`src/rtl/npu_mem_pkg.sv`:
```
// ----------------------------------------------------------------------------
// npu_mem_pkg
// Shared types and width helpers for the SRAM-buffer write path.
//   wr_arb_state_e : write-arbiter FSM states
//   wr_gnt_e       : which source currently owns the SRAM write port
//   calc_bw        : beat-index width, max(1, clog2(beats per chunk))
//   calc_cw        : chunk-index width, max(1, clog2(max(ifm, flt chunks)))
// ----------------------------------------------------------------------------
package npu_mem_pkg;

    typedef enum logic [1:0] {
        S_IDLE = 2'd0,
        S_ARB  = 2'd1,
        S_XFER = 2'd2,
        S_DONE = 2'd3
    } wr_arb_state_e;

    typedef enum logic {
        GNT_IFM = 1'b0,
        GNT_FLT = 1'b1
    } wr_gnt_e;

    function automatic int calc_bw(input int beats);
        if (beats <= 1) begin
            return 1;
        end else begin
            return $clog2(beats);
        end
    endfunction

    function automatic int calc_cw(input int ifm_num, input int flt_num);
        int max_num;
        max_num = (ifm_num > flt_num) ? ifm_num : flt_num;
        if (max_num <= 1) begin
            return 1;
        end else begin
            return $clog2(max_num);
        end
    endfunction

endpackage

```
`src/rtl/rr_arb2.sv`:
```
// ----------------------------------------------------------------------------
// rr_arb2
// Two-way round-robin arbiter. Bit 0 is the IFM requester, bit 1 the filter
// requester. When both request, the one that was not granted last wins.
// The pointer advances whenever the owner of the arbiter commits a grant.
//
// Optional build macro: SRAM_WR_ARB_IFM_PRIO_EN
//   defined     -> pointer is pinned to IFM, giving fixed IFM priority
//   not defined -> round-robin
//
// Ports
//   clk_i    in   1  clock
//   rst_ni   in   1  asynchronous reset, active-low (pointer favours IFM)
//   req      in   2  request vector {flt, ifm}
//   advance  in   1  the current grant has been taken; update the pointer
//   gnt      out  2  one-hot grant (all-zero when nothing requests)
// ----------------------------------------------------------------------------
module rr_arb2 (
    input  logic       clk_i,
    input  logic       rst_ni,
    input  logic [1:0] req,
    input  logic       advance,
    output logic [1:0] gnt
);

    // 0: IFM is favoured on a tie, 1: filter is favoured on a tie
    logic prio_r;

    // Grant decode: single requester wins outright, a tie goes to the pointer.
    always_comb begin
        gnt = 2'b00;
        case (req)
            2'b01:   gnt = 2'b01;
            2'b10:   gnt = 2'b10;
            2'b11:   gnt = prio_r ? 2'b10 : 2'b01;
            default: gnt = 2'b00;
        endcase
    end

    // Pointer update: after a grant, favour the stream that did not win.
    always_ff @(posedge clk_i or negedge rst_ni) begin
        if (!rst_ni) begin
            prio_r <= 1'b0;
        end else if (advance) begin
`ifdef SRAM_WR_ARB_IFM_PRIO_EN
            prio_r <= 1'b0;
`else
            prio_r <= gnt[0];
`endif
        end
    end

endmodule

```
`src/rtl/sram_wr_arbiter.sv`:
```
// ----------------------------------------------------------------------------
// sram_wr_arbiter
// Shares the single SRAM-buffer write port between the IFM writer and the
// filter writer. A stream is granted for a whole chunk (BEATS_PER_CHUNK beats
// of sparsemap + nonzero data); each beat is tagged with buffer select, beat
// index and chunk index. Per-stream chunk totals are tracked and done_o
// pulses for one cycle once both streams have delivered every chunk.
//
// Optional build macro: SRAM_WR_ARB_IFM_PRIO_EN (fixed IFM priority instead
// of round-robin between streams).
//
// Ports
//   clk_i, rst_ni                        clock, async active-low reset
//   start_i / busy_o / done_o            job control and status
//   ifm_valid_i/sparsemap_i/data_i       IFM beat source, ifm_ready_o accept
//   flt_valid_i/sparsemap_i/data_i       filter beat source, flt_ready_o accept
//   wr_valid_o / wr_ready_i              SRAM write handshake
//   wr_sel_o                             0 = IFM buffer, 1 = filter buffer
//   wr_sparsemap_o / wr_data_o           muxed beat payload
//   wr_dat_count_o / wr_chunk_count_o    beat index / granted stream's chunk
// ----------------------------------------------------------------------------
module sram_wr_arbiter
    import npu_mem_pkg::*;
#(
    parameter  int BUS_SIZE        = 32,
    parameter  int BEATS_PER_CHUNK = 4,
    parameter  int IFM_CHUNK_NUM   = 8,
    parameter  int FLT_CHUNK_NUM   = 32,
    localparam int BW              = calc_bw(BEATS_PER_CHUNK),
    localparam int CW              = calc_cw(IFM_CHUNK_NUM, FLT_CHUNK_NUM),
    localparam int DW              = BUS_SIZE * 8
) (
    input  logic                clk_i,
    input  logic                rst_ni,
    input  logic                start_i,
    output logic                busy_o,
    output logic                done_o,
    input  logic                ifm_valid_i,
    input  logic [BUS_SIZE-1:0] ifm_sparsemap_i,
    input  logic [DW-1:0]       ifm_data_i,
    output logic                ifm_ready_o,
    input  logic                flt_valid_i,
    input  logic [BUS_SIZE-1:0] flt_sparsemap_i,
    input  logic [DW-1:0]       flt_data_i,
    output logic                flt_ready_o,
    output logic                wr_valid_o,
    input  logic                wr_ready_i,
    output logic                wr_sel_o,
    output logic [BUS_SIZE-1:0] wr_sparsemap_o,
    output logic [DW-1:0]       wr_data_o,
    output logic [BW-1:0]       wr_dat_count_o,
    output logic [CW-1:0]       wr_chunk_count_o
);

    // Chunk counters carry one extra bit so that a total equal to a power of
    // two (e.g. 32 chunks with a 5-bit index) is still representable.
    localparam int             TW        = CW + 1;
    localparam logic [TW-1:0]  IFM_TOTAL = TW'(IFM_CHUNK_NUM);
    localparam logic [TW-1:0]  FLT_TOTAL = TW'(FLT_CHUNK_NUM);
    localparam logic [BW-1:0]  LAST_BEAT = BW'(BEATS_PER_CHUNK - 1);

    wr_arb_state_e          state_r;
    wr_gnt_e                gnt_r;
    logic [BW-1:0]          dat_cnt_r;
    logic [TW-1:0]          ifm_cnt_r;
    logic [TW-1:0]          flt_cnt_r;
    logic                   busy_r;
    logic                   done_r;
    logic [BUS_SIZE-1:0]    smap_hold_r;
    logic [DW-1:0]          data_hold_r;

    logic                   ifm_done_s;
    logic                   flt_done_s;
    logic                   all_done_s;
    logic [1:0]             req_s;
    logic [1:0]             rr_gnt_s;
    logic                   arb_adv_s;
    logic                   xfer_s;
    logic                   gnt_flt_s;
    logic                   mux_valid_s;
    logic [BUS_SIZE-1:0]    mux_smap_s;
    logic [DW-1:0]          mux_data_s;
    logic                   fire_s;

    // Completion status and arbitration candidates; a complete stream never requests.
    always_comb begin
        ifm_done_s = (ifm_cnt_r == IFM_TOTAL);
        flt_done_s = (flt_cnt_r == FLT_TOTAL);
        all_done_s = ifm_done_s & flt_done_s;
        req_s      = {flt_valid_i & ~flt_done_s, ifm_valid_i & ~ifm_done_s};
        arb_adv_s  = (state_r == S_ARB) & ~all_done_s & (|req_s);
    end

    // The pointer is recorded when the grant is committed; the next
    // arbitration only happens after that chunk completes, so this is the
    // same as updating it on the last beat.
    rr_arb2 u_rr_arb2 (
        .clk_i   (clk_i),
        .rst_ni  (rst_ni),
        .req     (req_s),
        .advance (arb_adv_s),
        .gnt     (rr_gnt_s)
    );

    // Zero-latency beat mux from the granted source.
    always_comb begin
        xfer_s    = (state_r == S_XFER);
        gnt_flt_s = (gnt_r == GNT_FLT);
        if (gnt_flt_s) begin
            mux_valid_s = flt_valid_i;
            mux_smap_s  = flt_sparsemap_i;
            mux_data_s  = flt_data_i;
        end else begin
            mux_valid_s = ifm_valid_i;
            mux_smap_s  = ifm_sparsemap_i;
            mux_data_s  = ifm_data_i;
        end
        fire_s = xfer_s & mux_valid_s & wr_ready_i;
    end

    // Output drive: live beat during XFER, held payload and idle handshake otherwise.
    always_comb begin
        wr_valid_o     = xfer_s & mux_valid_s;
        ifm_ready_o    = xfer_s & ~gnt_flt_s & wr_ready_i;
        flt_ready_o    = xfer_s &  gnt_flt_s & wr_ready_i;
        wr_sel_o       = gnt_flt_s;
        wr_dat_count_o = dat_cnt_r;
        busy_o         = busy_r;
        done_o         = done_r;
        if (gnt_flt_s) begin
            wr_chunk_count_o = flt_cnt_r[CW-1:0];
        end else begin
            wr_chunk_count_o = ifm_cnt_r[CW-1:0];
        end
        if (xfer_s) begin
            wr_sparsemap_o = mux_smap_s;
            wr_data_o      = mux_data_s;
        end else begin
            wr_sparsemap_o = smap_hold_r;
            wr_data_o      = data_hold_r;
        end
    end

    // Payload hold registers so the write bus keeps its last value outside XFER.
    always_ff @(posedge clk_i or negedge rst_ni) begin
        if (!rst_ni) begin
            smap_hold_r <= '0;
            data_hold_r <= '0;
        end else if (xfer_s) begin
            smap_hold_r <= mux_smap_s;
            data_hold_r <= mux_data_s;
        end
    end

    // Job FSM: grant a stream per chunk, count beats/chunks, pulse done.
    always_ff @(posedge clk_i or negedge rst_ni) begin
        if (!rst_ni) begin
            state_r   <= S_IDLE;
            gnt_r     <= GNT_IFM;
            dat_cnt_r <= '0;
            ifm_cnt_r <= '0;
            flt_cnt_r <= '0;
            busy_r    <= 1'b0;
            done_r    <= 1'b0;
        end else begin
            case (state_r)
                S_IDLE: begin
                    if (start_i) begin
                        state_r <= S_ARB;
                        busy_r  <= 1'b1;
                    end
                end
                S_ARB: begin
                    if (all_done_s) begin
                        state_r <= S_DONE;
                        done_r  <= 1'b1;
                    end else if (arb_adv_s) begin
                        state_r   <= S_XFER;
                        gnt_r     <= rr_gnt_s[1] ? GNT_FLT : GNT_IFM;
                        dat_cnt_r <= '0;
                    end
                end
                S_XFER: begin
                    // Bubbles (valid or ready low) leave everything untouched.
                    if (fire_s) begin
                        if (dat_cnt_r == LAST_BEAT) begin
                            dat_cnt_r <= '0;
                            state_r   <= S_ARB;
                            if (gnt_r == GNT_FLT) begin
                                flt_cnt_r <= flt_cnt_r + TW'(1'b1);
                            end else begin
                                ifm_cnt_r <= ifm_cnt_r + TW'(1'b1);
                            end
                        end else begin
                            dat_cnt_r <= dat_cnt_r + BW'(1'b1);
                        end
                    end
                end
                S_DONE: begin
                    // Clear the job so the next start begins from chunk 0.
                    state_r   <= S_IDLE;
                    busy_r    <= 1'b0;
                    done_r    <= 1'b0;
                    dat_cnt_r <= '0;
                    ifm_cnt_r <= '0;
                    flt_cnt_r <= '0;
                end
                default: begin
                    state_r   <= S_IDLE;
                    busy_r    <= 1'b0;
                    done_r    <= 1'b0;
                    dat_cnt_r <= '0;
                    ifm_cnt_r <= '0;
                    flt_cnt_r <= '0;
                end
            endcase
        end
    end

endmodule

```
`config.mk`:
```
export PLATFORM = sky130hd
export DESIGN_NAME = sram_wr_arbiter
export DESIGN_NICKNAME = d
export VERILOG_FILES = /design/src/rtl/npu_mem_pkg.sv /design/src/rtl/rr_arb2.sv /design/src/rtl/sram_wr_arbiter.sv
export SDC_FILE = /design/constraint.sdc
export NUM_CORES = 1
export LEC_CHECK = 0
export CAP_MARGIN = 20
export CORE_AREA = 2 2 344 346
export CTS_BUF_LIST = sky130_fd_sc_hd__clkbuf_8
export DETAILED_ROUTE_END_ITERATION = 8
export DIE_AREA = 0 0 346 348
export PLACE_DENSITY = 0.31
export SYNTH_ARGS = -nofsm -noshare
export SYNTH_HDL_FRONTEND = slang
export SYNTH_SLANG_ARGS = --single-unit
```
`constraint.sdc`:
```
create_clock -name clk_i -period 2.1 [get_ports clk_i]
set_clock_uncertainty 0.05 [all_clocks]
set_input_delay 0.42 -clock clk_i [delete_from_list [all_inputs] [get_ports clk_i]]
set_output_delay 0.42 -clock clk_i [all_outputs]
set_load 0.02 [all_outputs]
```
==> results.tsv <==
metric	value	unit
p_switching	0.0223	W
num_io_pins	883	
cts-htree-levels	3	
rsz0062_at_grt	yes	
postSynthCellCount	1386	
die_h	348	µm
clk_latency	670	ps
rr_startpoint	wr_sel_o$_DFFE_PN0P_	
reg2reg_slack	30	ps
yosysMostFrequentCell	dfrtp_1	
grt_first_pass_wirelength	112000	µm
areaGrowthSynthToFinish	112	%
combPwrFrac	67.6	%
cts_tree	yes	
die-area	0.120	mm²
core_area	0.117	mm²
nets	3146	
portBuffers	882	
grt_start_max_net_pins	60	
async_reset_ff_share	100	%
antenna_found_initial	3	
ys_types	42	
drive_above_1_share	37.5	%
grt_pass1_vias	16300	
synth_common_cells	dfrtp_1, nor2_1, a21oi_1	
wl_per_cell	19.6	µm
post-route-period-util	137	%
setup_viol	301	
grt-ovfl-total	0	
yosysWarnings	0	
pre_cts_slack	-446	ps
worstSetupStartpointType	flop	
setup_ws	-777	ps
cp-endpoint	wr_data_o[240]	
maxCapViolations	0	
initialDrtViolationCount	442	
drt_first_pass_iters	4	
swShare	43.9	%
critical_path_class	reg2out	
reg2reg_depth	6	
violations	setup timing	
cts_max_path_buffers	3	
syn-num-nets	1973	
slew_violations	0	
start_util	12.2	%
seqPwrFrac	18.8	%
drc	0	
ant_nets	0	
relSlewSlack	64.8	%
synth_top_area_share	54.0	%
max_freq	0.348	GHz
numCtsBuffers	72	
clockPowerShare	13.6	%
power	0.0509	W
ys_seq_area_share	54.0	%
crit_arrival	2410	ps
clock_sinks	308	
fin_util	25.9	%
cellInternalPower	0.0285	W
hpwl	61000	µm
yosysTopAreaCell	dfrtp_1	
syn_area	0.0143	mm²
cp_max_fo	17	
setup-tns-final	-178280	ps
end_kind	output pin	
vias	14900	
routed_via_density	3.61	
ys_ff_latch	308	
outcome	finished with violations	
critPathLaunch	wr_sel_o$_DFFE_PN0P_	
ys.flop_type	dfrtp_1	
period_minus_slack	2880	ps
hold_class	in2async	
synth_area_leaders	dfrtp_1, mux2i_1, a21oi_1	
hold_viol	0	
routabilityCongestion	0.804	
ir_worst_vdd	0.729	mV
worst_slew_pin_slew	528	ps
cts.clk_slew.worst_paths	50	ps
synth_edf_count	0	
drt_wl_total	81300	µm
gr-usage-all-layers	12.6	%
root_buffer	clkbuf_8	
chipWidth	346	µm
p_leak	12.5	nW
rows	126	
required	1630	ps
antenna_cells	0	
syn_area_per_cell	10.3	µm²
power_density	1680	mW/mm²
r2r-end	ifm_cnt_r[5]$_DFFE_PN0P_	
-- state kept, by name, summed over array words and instances, names as in the netlist --
name / count
done_o: 1
flt_cnt_r: 6
state_r: 2
smap_hold_r: 32
busy_o: 1
wr_dat_count_o: 2
ifm_cnt_r: 6
data_hold_r: 256
u_rr_arb2.prio_r: 1
wr_sel_o: 1
-- routing by layer --
layer	track usage [%]	wire [µm]	vias up
li1	-	-	7167
met1	13.4	30800	7151
met2	23.6	43200	531
met3	4.22	5940	86
met4	3.27	1330	4
met5	0	29	-
-- cell families after synthesis --
group	Yosys count	synth area share, %
DFF	308	54.0
and+or+nand+nor	347	9.81
muxes	292	20.5
adders and majority gates	5	0.438
AOI/OAI and AO/OA	317	11.4
xor gates and xnor gates	6	0.368
buffers and inverters	111	3.49
-- what timing repair did --
| item | CTS | global route |
|---|---|---|
| endpoints found under the hold margin | 185 | 0 |
| resized for setup | 746 | 436 |
| setup buffers | 19 | 25 |
| hold buffers | 1 | 0 |
| pin swaps | 18 | 23 |
| endpoints found under the setup margin | 301 | 304 |
| gates cloned | 5 | 12 |
-- layout by cell type (no fill, tap or decap), types with 3 or more instances in the layout --
cell	Yosys	layout
clkbuf_2	1	24
a21oi_2	0	186
buf_6	0	63
clkbuf_16	0	11
inv_1	8	33
nor2_2	0	7
clkbuf_8	0	82
xor2_1	6	6
o21ai_0	13	13
nand3_1	7	7
nor2b_1	4	3
buf_2	55	9
clkdlybuf4s50_1	0	585
buf_16	0	18
buf_12	0	34
a21oi_1	290	101
buf_8	0	11
mux2i_1	289	186
clkinv_2	0	5
mux2i_4	0	18
ha_1	5	5
dlygate4sd2_1	0	43
nand4_1	3	3
clkdlybuf4s15_2	0	20
nand2_1	17	17
nor2_1	301	292
dfrtp_1	308	307
and3_1	4	4
mux2_2	3	3
inv_8	0	3
mux2i_2	0	85
buf_4	3	380
a21oi_4	0	3
-- critical path, stage by stage (launching register included) --
cell           delay (ps)
dfrtp_4               500
buf_12                190
buf_16                190
mux2i_1               140
buf_4                 150
a21oi_2               130
dlygate4sd2_1         370
-- worst min-delay path by stage --
stage | endpoint
final | smap_hold_r[14]$_DFF_PN0_
after global routing | smap_hold_r[14]$_DFF_PN0_
after CTS | smap_hold_r[14]$_DFF_PN0_
after detailed placement | smap_hold_r[12]$_DFF_PN0_
after global placement | smap_hold_r[12]$_DFF_PN0_
after floorplan | busy_o$_DFFE_PN0P_
-- power by group through the flow --
stage / clock network, W / logic (W) / registers (W)
after floorplan: 0 / 0.0146 / 0.00948
after global placement: 0 / 0.0320 / 0.00959
after detailed placement: 0 / 0.0320 / 0.00966
after CTS: 0.00740 / 0.0327 / 0.00959
after global routing: 0.00763 / 0.0367 / 0.00987
final: 0.00691 / 0.0344 / 0.00957
-- cell type report --
| cell class | instances | area (µm²) |
|---|---|---|
| Fill cell | 12600 | 86700 |
| Multi-Input combinational cell | 967 | 7390 |
| Timing Repair Buffer | 1202 | 11800 |
| Clock buffer | 82 | 1130 |
| Clock inverter | 36 | 220 |
| Tap cell | 1536 | 1920 |
| Inverter | 8 | 30.0 |
| Sequential cell | 308 | 7710 |
-- stage by stage --
stage          cell area [µm²]  hold slack [ps]  instances
2_1_floorplan            14700             74.4       1386
3_3_place_gp             27300              303       3961
3_5_place_dp             27300              309       3961
4_1_cts                  29300             91.7       4103
5_1_grt                  30200              172       4139
6_report                 30200              189       4139
Note: power is estimated with default switching activity, not from simulation.
